===== src/rtl/not16_pkg.sv =====
// Shared gate-library definitions for the 16-bit word primitives.
package not16_pkg;
  localparam int WORD_W = 16;

  typedef logic [WORD_W-1:0] word_t;

  localparam word_t WORD_ZERO = 16'h0000;
  localparam word_t WORD_ONES = 16'hFFFF;
endpackage : not16_pkg


===== src/rtl/nand2.sv =====
// Two-input NAND, the base primitive of the gate library.
module nand2 (
  input  logic a,
  input  logic b,
  output logic y
);
  assign y = ~(a & b);
endmodule : nand2


===== src/rtl/not16_not1.sv =====
// 1-bit inverter built from a single NAND with both inputs tied together.
module not1 (
  input  logic a,
  output logic y
);
  nand2 u_nand2 (
    .a (a),
    .b (a),
    .y (y)
  );
endmodule : not1


===== src/rtl/not16.sv =====
// Word-wide bitwise inverter with a combinational output and an optional
// enable-captured registered copy.
module not16
  import not16_pkg::*;
#(
  parameter int WIDTH = WORD_W
) (
  input  logic             clk,
  input  logic             rst_n,
  input  logic [WIDTH-1:0] in,
  input  logic             en,
  output logic [WIDTH-1:0] out,
  output logic [WIDTH-1:0] out_q,
  output logic             out_valid
);

  logic [WIDTH-1:0] word_d, word_q;
  logic             valid_d, valid_q;

  // Each output bit sees only its own input bit.
  for (genvar i = 0; i < WIDTH; i++) begin : g_bit
    not1 u_not1 (
      .a (in[i]),
      .y (out[i])
    );
  end

  always_comb begin
    word_d  = word_q;
    valid_d = valid_q;
    if (en) begin
      word_d  = out;
      valid_d = 1'b1;
    end
  end

  // Valid is sticky until the next reset, not a per-capture strobe.
  always_ff @(posedge clk or negedge rst_n) begin
    if (!rst_n) begin
      word_q  <= '0;
      valid_q <= 1'b0;
    end else begin
      word_q  <= word_d;
      valid_q <= valid_d;
    end
  end

  assign out_q     = word_q;
  assign out_valid = valid_q;

endmodule : not16


===== config.mk =====
export PLATFORM = sky130hd
export DESIGN_NAME = not16
export DESIGN_NICKNAME = d
export VERILOG_FILES = /design/src/rtl/not16_pkg.sv /design/src/rtl/nand2.sv /design/src/rtl/not16_not1.sv /design/src/rtl/not16.sv
export SDC_FILE = /design/constraint.sdc
export NUM_CORES = 1
export LEC_CHECK = 0
export BUFFER_PORTS_ARGS = -buffer_cell sky130_fd_sc_hd__buf_2
export CAP_MARGIN = 20
export CORE_MARGIN = 2
export CORE_UTILIZATION = 39
export DETAILED_ROUTE_END_ITERATION = 10
export GPL_TIMING_DRIVEN = 0
export PLACE_DENSITY = 0.77
export SETUP_SLACK_MARGIN = 0.05
export SLEW_MARGIN = 25
export SYNTH_ARGS = -nofsm -noshare
export SYNTH_HDL_FRONTEND = slang
export SYNTH_HIERARCHICAL = 1
export SYNTH_SLANG_ARGS = --single-unit

===== constraint.sdc =====
create_clock -name clk -period 0.9 [get_ports clk]
set_input_delay 0.045 -clock clk [delete_from_list [all_inputs] [get_ports clk]]
set_output_delay 0.045 -clock clk [all_outputs]
set_load 0.02 [all_outputs]

==> Yosys cells after proc, flatten, opt, wreduce, memory -nomap -nowiden <==
Cells that the tools add are included.
{ "totals": {"ff_bits": 17, "inputBits": 19, "output_inout_bits": 33, "wordCells": 18} }
{ "op_classes": {"bitwise_logic": 16} }
{ "ops": {"columns": ["op", "count"], "rows": [
  ["$not 1->1", 16]
]} }

==> Logic depth before layout (Yosys ltp) <==
{ "logic_depth": {"ltp_word": 1, "mapped_depth": 3, "mapped_depth_nobuf": 2} }

==> Modules after synthesis <==
The synthesis kept the hierarchy.
{ "modules_own_cells": {"columns": ["module", "instances", "cells_per_inst", "area_per_inst_um2", "seq_area_each_um2"], "rows": [
  ["not16", 1, 36, 676.9, 425.4],
  ["nand2", 16, 1, 3.8, 0.0]
]} }

==> Least setup slack after synthesis <==
OpenSTA, ideal clock, no wires.
{ "synth_timing": {"path_type": "register -> register", "start": "register, netlist name out_q[10]", "end": "register word_q[10], in the netlist out_q[10]", "setup_time_ns": 0.125, "arrival_time_ns": 0.710, "t_required_ns": 0.775, "path_slack_ns": 0.065, "stages_incl_launch_ff": 2, "path_buffers": 0, "synth_period_minus_slack_ns": 0.835, "path_cell_list": "dfrtp_1 > mux2_4"} }
{ "synth_rtl": {"columns": ["item", "line_no", "source"], "rows": [
  ["end signal: assignment", "not16.sv:43", "word_q <= word_d;"],
  ["end: declaration", "not16.sv:17", "logic [WIDTH-1:0] word_d, word_q;"]
]} }

==> Worst setup path after layout <==
{ "layout_timing": {"start": "register word_q[11], in the netlist out_q[11]", "end": "output out_q[11]"} }
{ "layout_rtl": {"columns": ["item", "line_no", "source"], "rows": [
  ["end: declaration", "not16.sv:13", "output logic [WIDTH-1:0] out_q,"]
]} }
No word-level cell between the ends.

==> metrics.csv <==
metric,value,unit
post_drt_wl_per_cell,12.1,um
clock.fmax,1130,MHz
place.gp.congestion,0.630,
drc,0,
hp-start,en,
pwr-share-clk,22.3,%
p_per_area,1560,nW/um^2
numCtsBuffers,3,
syn_nets,71,
cts_tree,yes,
outcome,"finished, final reports clean",
dp_hpwl,1.20,mm
p_switching,0.000532,W
min_to,out_q[1]$_DFFE_PN0P_,
worst-path-max-fanout,2,
reg2reg_to,out_q[11]$_DFFE_PN0P_,
start_util,42.2,%
dieWidth,47.5,um
grt_first_pass_wirelength,2.31,mm
worst_pin_slew,0.384,ns
p_comb_share,29.1,%
yosysWarnings,6,
switching_share,29.4,%
p_int,0.00128,W
grt_usage,15.0,%
ys_seq_area_share,57.7,%
grt_pass1_vias,552,
rr_worst_depth,1,
diodes,0,
num_rows,15,
startpoint_type,flip-flop,
drt_iter0_drc,5,
synth.top_cell.area_share,57.7,%
pin_count,52,
finClkSkew,0,ns
cap_viol_max_count,0,
arrival,0.84,ns
slew_headroom,74.4,%
clk_latency,0.28,ns
dr.pass1.iters,3,
seqPwrFrac,48.6,%
antenna_found_initial,0,
fin_crit_sh,98.5,%
cts_root_buf,clkbuf_4,
critPathMaxStageDelay,0.42,ns
grt_max_degree,18,
cp_slowest_cell,dfrtp_1,
ys_ff_latch,17,
cp_top_family,flip-flops,
setup_viol,0,
yosysUniqueCellTypes,7,
min_path_cells,2,
port_buffers,50,
final_util,66.5,%
cts.clk_slew.worst_paths,0.10,ns
synthCells,52,
crit_path_end_kind,output pin,
final-hold-violation-count,0,
critical_path_class,reg2out,
synth.avg_cell_area,14.2,sq um
fp.dieH,47.5,um
antenna_left,0,
synth_largest_area_cell,dfrtp_1,
synthTopCellsByArea,"dfrtp_1, mux2_4, mux2_2",
core_area,1750,sq um
vdd_drop_max,0.976,mV
required,0.85,ns
die_area,2250,sq um
hold_path_class,in2reg,
total_leakage_power,0.555,nW
finalPower,0.00181,W
drive_above_1_share,66.4,%
grt.overflow.total,0,
via_per_inst,4.39,
cts_num_sinks,17,
path_buf_inv,1,
cts_buffer_depth,2,
r2r_slack,0.10,ns
htreeDepth,1,
vias,579,
syn_to_final_growth,57.6,%
wl,1.60,mm
r2r_start,out_q[11]$_DFFE_PN0P_,
slew_violations,0,
rsz0062_at_grt,yes,
syn-cell-area,737,sq um
nets,127,
timing.final.crit_period,0.887,ns
crit_chain,buf_6,
[state kept, by name, summed over array words and instances, names as in the netlist]
name / count
out_valid: 1
out_q: 16
[metrics by stage]
stage	instance area, sq um	hold WS [ns]	TNS (ns)	worst slack (ns)	cells
4_1_cts	1160	0.0577	0	0.000129	132
5_1_grt	1160	0.0550	-0.115	-0.0242	132
3_3_place_gp	1020	-0.0196	0	0.153	127
3_5_place_dp	1020	-0.0153	0	0.119	127
2_1_floorplan	737	-0.251	0	0.0653	52
6_report	1160	0.0614	0	0.0133	132
[layer usage]
metal  share of wire, %  global-route usage, %  routed length [um]
met1                 40                   18.0                 635
met2                 53                   25.7                 839
met3                7.7                   4.53                 123
met4                  0                   5.00                   0
met5                  0                      0                   0
[cells by family after synthesis]
| kind of cell | Yosys count | share of synthesized area [%] |
|---|---|---|
| mux | 16 | 29.0 |
| simple gates | 17 | 9.00 |
| flops | 17 | 57.7 |
| buf+inv | 2 | 4.24 |
[final cells by class]
type	instances	area [sq um]
fillers	142	584
flip-flops and latches	17	425
repair buffers	51	367
multi-input cells	33	280
plain buffers	2	31.3
well taps	25	31.3
clock buffers	4	26.3
[power groups by stage]
stage                     logic [W]  registers, W  clock network [W]
after floorplan            0.000188      0.000959                  0
after global placement     0.000441      0.000872                  0
after detailed placement   0.000451      0.000877                  0
after CTS                  0.000531      0.000880           0.000424
after global routing       0.000564      0.000887           0.000447
final                      0.000527      0.000878           0.000402
[repair_timing]
item                                   in CTS  in global routing
setup endpoints to repair                  17                 17
buffers inserted                            0                  0
resized for setup                          34                  0
pin swaps                                   0                  0
endpoints found under the hold margin      17                  0
hold buffers                                1                  0
[Yosys cell counts, drive strengths merged]
library cell   n
dfrtp         17
mux2          16
nand2         16
buf            2
or2            1
[cell usage in the layout (no fill, tap or decap)]
cell type,count
buf_12,1
buf_2,33
buf_6,18
clkbuf_1,1
clkbuf_4,3
dfrtp_1,17
dlygate4sd3_1,1
mux2_2,7
mux2_4,9
nand2_1,16
or2_1,1
[worst max path at each step]
stage / start / to / slack (ns) / depth (start not counted)
3_5_place_dp: out_q[11]$_DFFE_PN0P_ / out_q[11]$_DFFE_PN0P_ / 0.12 / 1
6_report: out_q[11]$_DFFE_PN0P_ / out_q[11] / 0.01 / 1
3_3_place_gp: en / out_q[10]$_DFFE_PN0P_ / 0.15 / 3
5_1_grt: out_q[8]$_DFFE_PN0P_ / out_q[8] / -0.02 / 1
2_1_floorplan: out_q[10]$_DFFE_PN0P_ / out_q[10]$_DFFE_PN0P_ / 0.07 / 1
4_1_cts: out_q[7]$_DFFE_PN0P_ / out_q[7] / 0.0001 / 1
Note: power is estimated with default switching activity, not from simulation.
